$ cat src/rtl/arq_transmitter.sv
// Go-back-N ARQ transmitter: tags payload beats with sequence numbers, keeps them
// in a retransmit window, retires on cumulative acks, replays on timeout.
// Optional statistics counters are enabled with `define ARQ_TX_STATS_EN.
module arq_transmitter #(
  parameter int DATA_W  = 32,
  parameter int SEQ_W   = 4,
  parameter int WINDOW  = 8,
  parameter int TIMEOUT = 256
) (
  input  logic              clk,
  input  logic              rst,
  input  logic              in_valid,
  output logic              in_ready,
  input  logic [DATA_W-1:0] in_data,
  output logic              out_valid,
  input  logic              out_ready,
  output logic [SEQ_W-1:0]  out_seq,
  output logic [DATA_W-1:0] out_data,
  input  logic              ack_valid,
  output logic              ack_ready,
  input  logic [SEQ_W-1:0]  ack_seq
`ifdef ARQ_TX_STATS_EN
  ,
  output logic [31:0]       stat_retx,
  output logic [15:0]       stat_bad_ack
`endif
);

  localparam logic [1:0] ST_IDLE   = 2'd0;
  localparam logic [1:0] ST_ACTIVE = 2'd1;
  localparam logic [1:0] ST_REWIND = 2'd2;

  localparam int IDX_W = $clog2(WINDOW);
  localparam int TMR_W = $clog2(TIMEOUT);
  localparam logic [SEQ_W:0]   WIN      = (SEQ_W+1)'(WINDOW);
  localparam logic [TMR_W-1:0] TMR_LAST = TMR_W'(TIMEOUT - 1);

  logic [SEQ_W-1:0]  base_ptr, send_ptr, next_ptr;
  logic [SEQ_W-1:0]  base_nx, send_nx, next_nx;
  logic [SEQ_W-1:0]  inflight, sent_cnt, ack_dist;
  logic [1:0]        state;
  logic [TMR_W-1:0]  timer;
  logic [DATA_W-1:0] buf_mem [WINDOW];
  logic              in_fire, out_fire, stalled, ack_hit, rewind_go;

  // All pointer arithmetic is modular, so distances stay correct across the wrap.
  assign inflight = next_ptr - base_ptr;
  assign sent_cnt = send_ptr - base_ptr;
  assign ack_dist = ack_seq - base_ptr;

  assign in_ready  = !rst && ({1'b0, inflight} < WIN);
  assign ack_ready = !rst;
  assign out_valid = (send_ptr != next_ptr);
  assign out_seq   = send_ptr;
  assign out_data  = buf_mem[send_ptr[IDX_W-1:0]];

  assign in_fire   = in_valid && in_ready;
  assign out_fire  = out_valid && out_ready;
  assign stalled   = out_valid && !out_ready;
  assign ack_hit   = ack_valid && !rst && (ack_dist != '0) && (ack_dist <= inflight);
  assign rewind_go = (state == ST_REWIND) && (base_ptr != next_ptr) && !stalled;

  assign base_nx = ack_hit ? ack_seq : base_ptr;
  assign next_nx = in_fire ? next_ptr + 1'b1 : next_ptr;

  // Rewind beats everything; an ack past the send pointer skips already-delivered beats.
  always_comb begin
    send_nx = send_ptr;
    if (rewind_go)
      send_nx = base_nx;
    else if (ack_hit && (sent_cnt < ack_dist))
      send_nx = ack_seq;
    else if (out_fire)
      send_nx = send_ptr + 1'b1;
  end

  // NOTE: sequential state uses non-blocking assignments so every register
  // samples the same pre-edge values, whatever order the blocks run in.
  always_ff @(posedge clk or posedge rst) begin
    if (rst) begin
      base_ptr <= '0;
      send_ptr <= '0;
      next_ptr <= '0;
      state    <= ST_IDLE;
      timer    <= '0;
    end else begin
      base_ptr <= base_nx;
      send_ptr <= send_nx;
      next_ptr <= next_nx;
      case (state)
        ST_IDLE: begin
          timer <= '0;
          if (base_nx != next_nx) state <= ST_ACTIVE;
        end
        ST_ACTIVE: begin
          if (base_nx == next_nx) begin
            state <= ST_IDLE;
            timer <= '0;
          end else if (ack_hit)
            timer <= '0;
          else if (timer == TMR_LAST)
            state <= ST_REWIND;
          else
            timer <= timer + 1'b1;
        end
        ST_REWIND: begin
          if ((base_ptr == next_ptr) || rewind_go) begin
            timer <= '0;
            state <= (base_nx == next_nx) ? ST_IDLE : ST_ACTIVE;
          end
        end
        default: begin
          state <= ST_IDLE;
          timer <= '0;
        end
      endcase
    end
  end

  // NOTE: the payload memory has no reset; entries are only read after being
  // written, and leaving it unreset lets it map onto RAM.
  always_ff @(posedge clk) begin
    if (in_fire) buf_mem[next_ptr[IDX_W-1:0]] <= in_data;
  end

`ifdef ARQ_TX_STATS_EN
  // high_ptr is one past the highest seq ever sent; beats below it are replays.
  logic [SEQ_W-1:0] high_ptr;
  logic             retx_hit, bad_hit;

  assign retx_hit = out_fire && (sent_cnt < (high_ptr - base_ptr));
  assign bad_hit  = ack_valid && !rst && (ack_dist != '0) && (ack_dist > inflight);

  always_ff @(posedge clk or posedge rst) begin
    if (rst) begin
      high_ptr     <= '0;
      stat_retx    <= '0;
      stat_bad_ack <= '0;
    end else begin
      if (ack_hit && ((high_ptr - base_ptr) < ack_dist))
        high_ptr <= ack_seq;
      else if (out_fire && (send_ptr == high_ptr))
        high_ptr <= send_ptr + 1'b1;
      if (retx_hit && (stat_retx != '1))   stat_retx    <= stat_retx + 1'b1;
      if (bad_hit && (stat_bad_ack != '1)) stat_bad_ack <= stat_bad_ack + 1'b1;
    end
  end
`endif

endmodule

$ cat config.mk
export PLATFORM = sky130hd
export DESIGN_NAME = arq_transmitter
export DESIGN_NICKNAME = d
export VERILOG_FILES = /design/src/rtl/arq_transmitter.sv
export SDC_FILE = /design/constraint.sdc
export NUM_CORES = 1
export LEC_CHECK = 0
export ABC_CLOCK_PERIOD_IN_PS = 7250
export BUFFER_PORTS_ARGS = -buffer_cell sky130_fd_sc_hd__buf_2
export CAP_MARGIN = 20
export CORE_ASPECT_RATIO = 0.6
export CORE_MARGIN = 8
export CORE_UTILIZATION = 55
export CTS_CLUSTER_SIZE = 30
export DETAILED_ROUTE_END_ITERATION = 10
export GPL_TIMING_DRIVEN = 0
export PLACE_DENSITY = 0.71
export SETUP_SLACK_MARGIN = 0.15
export SYNTH_ARGS = -nofsm -noshare
export SYNTH_HDL_FRONTEND = slang
export SYNTH_SLANG_ARGS = --single-unit
$ cat constraint.sdc
create_clock -name clk -period 7.25 [get_ports clk]
set_input_delay 2.175 -clock clk [delete_from_list [all_inputs] [get_ports clk]]
set_output_delay 2.175 -clock clk [all_outputs]
set_load 0.02 [all_outputs]
**Yosys cells after proc, flatten, opt, wreduce, memory -nomap -nowiden**

Memory sizes are Yosys's and may differ from the RTL's.
Cells that the tools add are included.

- Add/sub/neg operators: 6
- $lt $le $gt $ge: 3
- Equality and inequality tests: 13
- Mux-type cells: 19
- Reduce and logical (&&, ||, !) cells: 19

Operators by type and width:

| kind | count |
|---|---|
| 2-to-1 mux 8 bit | 4 |
| 2-to-1 mux 4 bit | 5 |
| case mux 8 bit (2 select lines) | 1 |
| inequality test 4 bit | 3 |
| subtractor 4 bit | 3 |
| logical AND 1 bit | 10 |
| 2-to-1 mux 2 bit | 5 |
| adder 4 x 1 -> 4 bit, second input constant | 2 |
| adder 8 x 1 -> 8 bit, second input constant | 1 |
| == test 4 bit | 2 |
| == test 8 bit, second input constant | 1 |
| inequality test 3 bit, second input constant | 2 |
| case mux 2 bit (3 select lines) | 1 |
| <= comparator 4 bit | 1 |
| < comparator 4 bit | 1 |
| < comparator 4 bit, second input constant | 1 |
| inequality test 4 bit, second input constant | 1 |
| AND reduction 4 bit | 1 |
| nonzero test 4 bit | 1 |
| logical NOT 1 bit | 3 |
| 2-to-1 mux 1 bit | 3 |
| nonzero test 3 bit | 1 |
| == test 2 x 1 -> 1 bit, second input constant | 1 |
| == test 2 bit, second input constant | 1 |
| other kinds (5) | 5 |

- Register bits: 22
- RAM bits: 256
- Input bits: 41
- Output and inout bits: 39
- Logic and storage cells: 66
- Memories: 1

Memories:

| memory | words | width | read ports | clocked after Yosys merged registers in | wr ports | RTL line | source |
|---|---|---|---|---|---|---|---|
| buf_mem | 8 | 32 | 1 | 0 | 1 | 43 | `logic [DATA_W-1:0] buf_mem [WINDOW];` |

**Depth between registers and ports, before layout**

- Word-level depth: 9
- Mapped depth: 17
- Depth with buffers taken out: 15

**Worst setup path before layout**

OpenSTA, ideal clock, no wires.

- Path type: input -> register
- Start point: input rst
- End point: memory buf_mem[4][0], enable pin
- Library setup time: 468 ps
- Arrival: 5,221 ps
- Setup slack: 1,561 ps
- Stages on the path: 4
- Buffers on the path: 0
- Path through: a2111o_1 > nand2_1 > nand2_1 > nor3b_1

- Word-level cells in the longest chain between the ends: 5

RTL lines:

| element | RTL line | source |
|---|---|---|
| from (decl) | 11 | `input logic rst,` |
| logical NOT 1 bit (no line) | - |  |
| logical AND 1 bit | 51 | `assign in_ready = !rst && ({1'b0, inflight} < WIN);` |
| logical AND 1 bit | 57 | `assign in_fire = in_valid && in_ready;` |
| 2-to-1 mux 1 bit | 123 | `if (in_fire) buf_mem[next_ptr[IDX_W-1:0]] <= in_data;` |
| 2-to-1 mux 1 bit (implied by the code) | 123 |  |
| to (decl) | 43 |  |

Every way passes these cells.

**Worst setup path after layout**

- Start point: register send_ptr[0] (netlist: out_seq[0])
- End point: output out_data[24]

- Word-level cells in the longest chain between the ends: 1

RTL lines:

| element | RTL line | source |
|---|---|---|
| from (decl) | 38 | `logic [SEQ_W-1:0] base_ptr, send_ptr, next_ptr;` |
| from (signal assigned) | 88 | `send_ptr <= send_nx;` |
| memory read (8 x 32 bit) | - |  |
| to (decl) | 18 | `output logic [DATA_W-1:0] out_data,` |

Every way passes these cells.

==> results.txt <==
Status: completed
Worst Hold Class: register to register
Post-Route WL: 23,500 um
Worst reg2reg startpoint: out_seq[0]$_DFFE_PP0P_
Syn-to-layout area delta: 16.4%
CTS Sinks: 278
Die Y: 128 um
Final slew viol count: 0
HPWL after detailed placement: 16,000 um
Average cell area after synthesis: 19.5 um2
Gp weighted congestion: 0.816
Layout Skew: 15.2 ps
Worst R2R End: out_seq[2]$_DFFE_PP0P_
CP startpoint kind: register
Nets: 774
Final worst slack: 1260 ps
CTS Hold Bufs: 0
Number of port buffers: 79
Worst skew pair latency: 510 ps
Worst-margin pin slew: 975 ps
Setup repair bufs after CTS: 0
CP max stage delay: 800 ps
Clock transition at path regs: 60 ps
Largest net degree at the start of global routing: 26
Root Driver: clkbuf_16
Post-synth EDFFs: 256
Pwr/cell area: 422 nW/um2
Async SR Flop Fraction: 0.0791
Final setup fails: 0
Achievable Freq: 0.167 GHz
CTS tree: yes
Core area: 20,700 um2
Worst Path Buf+Inv: 4
Global Route Usage Sum: 0.183
Cell taking the most area after synthesis: edfxtp_1
Max rail drop VDD: 0.220 mV
Ys Warns: 0
# DRC: 0
Main synth FF type: edfxtp_1
First-pass GRT wire length: 36,300 um
Vias: 5,986
Min-Delay Startpoint: timer[1]$_DFFE_PP0P_
Post-Place Setup Slack: 1200 ps
Top cell type's share of synthesized area: 0.670
RSZ-0062 raised after global routing: no
Max Cap Viol: 0
Final period util: 0.826
Setup CP Type: register to output pin
Gr ovfl total: 0
Final hold vios: 0
Crit-path cells: clkbuf_1 -> buf_1 -> buf_1 -> mux4_2 -> mux2_2 -> buf_2
CP top delay family: buffers and inverters
Hold Path Sink: timer[1]$_DFFE_PP0P_
Reg2Reg Setup Slack: 2840 ps
Yosys cell types: 51
Synth Instances: 588
Min Tclk post-route: 5990 ps
Wirelength per Cell: 23.3 um
Crit path max fanout: 10
Rows: 41
Vias in the first global route: 6,121
Most used cell along the critical path: buf_1
Slowest cell on crit path: buf_1
Tot Pwr: 5.64 mW
Number of synthesized register bits: 278
WP data required: 5080 ps
Most frequent cells in the layout: edfxtp_1 (256), buf_2 (81), mux4_2 (64), mux2_2 (34), clkbuf_16 (25)
Final ANT Viol Nets: 0
Post-CTS sizing: 0
Synthesized cell area: 11,500 um2
Share of layout cells above drive strength 1: 0.339
Clock buffer depth: 3
Cells taking the most area after synthesis: edfxtp_1 (67%), mux4_2 (13%), dfrtp_1 (4.8%)
Htree depth: 1
WHS Path Cells: 2
Die area: 25,900 um2
Slew HR: 0.350
Worst setup EP type: output pin
R2R depth: 15
1st-pass router iterations: 4
Most common cell after layout, fill and taps aside: edfxtp_1
Horiz. Die Dim: 202 um
Register area share after synthesis: 0.718
Syn Nets: 649
Worst EP arrival: 3810 ps
# IOs: 80
Antenna violations before repair: 2
Vias per cell: 5.92
Starting Density: 0.553
Leak Pwr: 4.63 nW
Initial DRC count: 519
CTS Buf Count: 25
-- stage by stage --
step / util / setup TNS, ps / hold WS (ps) / instance area [um2] / std cells
final: 0.644 / 0 / 585 / 13400 / 1011
after global routing: 0.644 / 0 / 602 / 13400 / 1010
after CTS: 0.642 / 0 / 582 / 13300 / 1007
after detailed placement: 0.604 / 0 / 572 / 12500 / 962
after global placement: 0.589 / -78540 / 545 / 12200 / 946
after floorplan: - / 0 / 513 / 11500 / 588
-- sequential cells by signal, summed over array words and instances (netlist names) --
register / flops
out_seq: 4
state: 2
timer: 8
base_ptr: 4
next_ptr: 4
buf_mem: 256
-- area by class of cell --
class / count / area (um2)
clock buffers: 27 / 633
well taps: 279 / 349
diodes: 1 / 2.50
fillers: 1409 / 7370
multi-input cells: 260 / 3070
inverters: 22 / 82.6
repair buffers: 98 / 704
clock inverters: 18 / 156
flip-flops and latches: 278 / 8240
plain buffers: 28 / 115
-- metal layers --
layer,up-vias,global-route usage,wire (um),part of all wire
li1,2622,-,-,-
met4,4,0.0353,377,0.016
met5,-,0,23,0.00098
met1,3094,0.260,10200,0.44
met3,39,0.0310,1610,0.068
met2,227,0.298,11300,0.48
-- how the worst max path moves through the flow --
stage / end / depth (start not counted) / slack, ps / start
after floorplan: buf_mem[4][0]$_DFFE_PP_ / 4 / 1560 / rst
after global placement: buf_mem[2][15]$_DFFE_PP_ / 5 / -780 / rst
after detailed placement: timer[6]$_DFFE_PP0P_ / 17 / 1200 / ack_seq[0]
after CTS: out_data[18] / 6 / 1130 / out_seq[0]$_DFFE_PP0P_
after global routing: out_data[18] / 6 / 980 / out_seq[0]$_DFFE_PP0P_
final: out_data[24] / 6 / 1260 / out_seq[0]$_DFFE_PP0P_
-- report_power, final --
group,total [mW],switching (mW),internal (mW)
Combinational,2.36,1.33,1.04
Clock,1.28,0.545,0.734
Sequential,2.00,0.0783,1.92
Total,5.64,1.95,3.69
-- worst min-delay path, cell delays in order, from the launching register on --
cell and delay [ps]:
dfrtp_1 390, inv_1 60, o22ai_1 80
-- Yosys cell counts, types with 2 or more instances --
| cell type | number |
|---|---|
| ha_1 | 17 |
| nand2b_1 | 2 |
| dfrtp_1 | 22 |
| o2111ai_1 | 2 |
| nor2b_1 | 5 |
| o22ai_1 | 2 |
| edfxtp_1 | 256 |
| inv_1 | 22 |
| mux2_2 | 34 |
| xnor2_1 | 13 |
| xor2_1 | 8 |
| nor2_1 | 9 |
| a31oi_1 | 5 |
| mux2i_1 | 5 |
| o21ai_0 | 7 |
| buf_1 | 8 |
| nand2_1 | 18 |
| nand3_1 | 14 |
| nor3b_1 | 3 |
| buf_2 | 2 |
| nor3_1 | 3 |
| clkbuf_1 | 17 |
| fa_1 | 3 |
| mux4_2 | 64 |
| and3_1 | 5 |
| nand4_1 | 3 |
| and3b_1 | 2 |
| a21oi_1 | 14 |
-- logic make-up (layout without fill, tap and decap cells) --
kind of cell | count (synthesis) | count (layout) | synth area share
xor+xnor | 22 | 22 | 0.0175
buf+inv | 50 | 193 | 0.0172
other cells | 0 | 1 | 0
simple gates | 71 | 71 | 0.0324
fa+ha+maj | 20 | 20 | 0.0238
compound gates | 43 | 43 | 0.0262
flops | 278 | 278 | 0.718
mux | 104 | 104 | 0.165
Note: power is estimated with default switching activity, not from simulation.
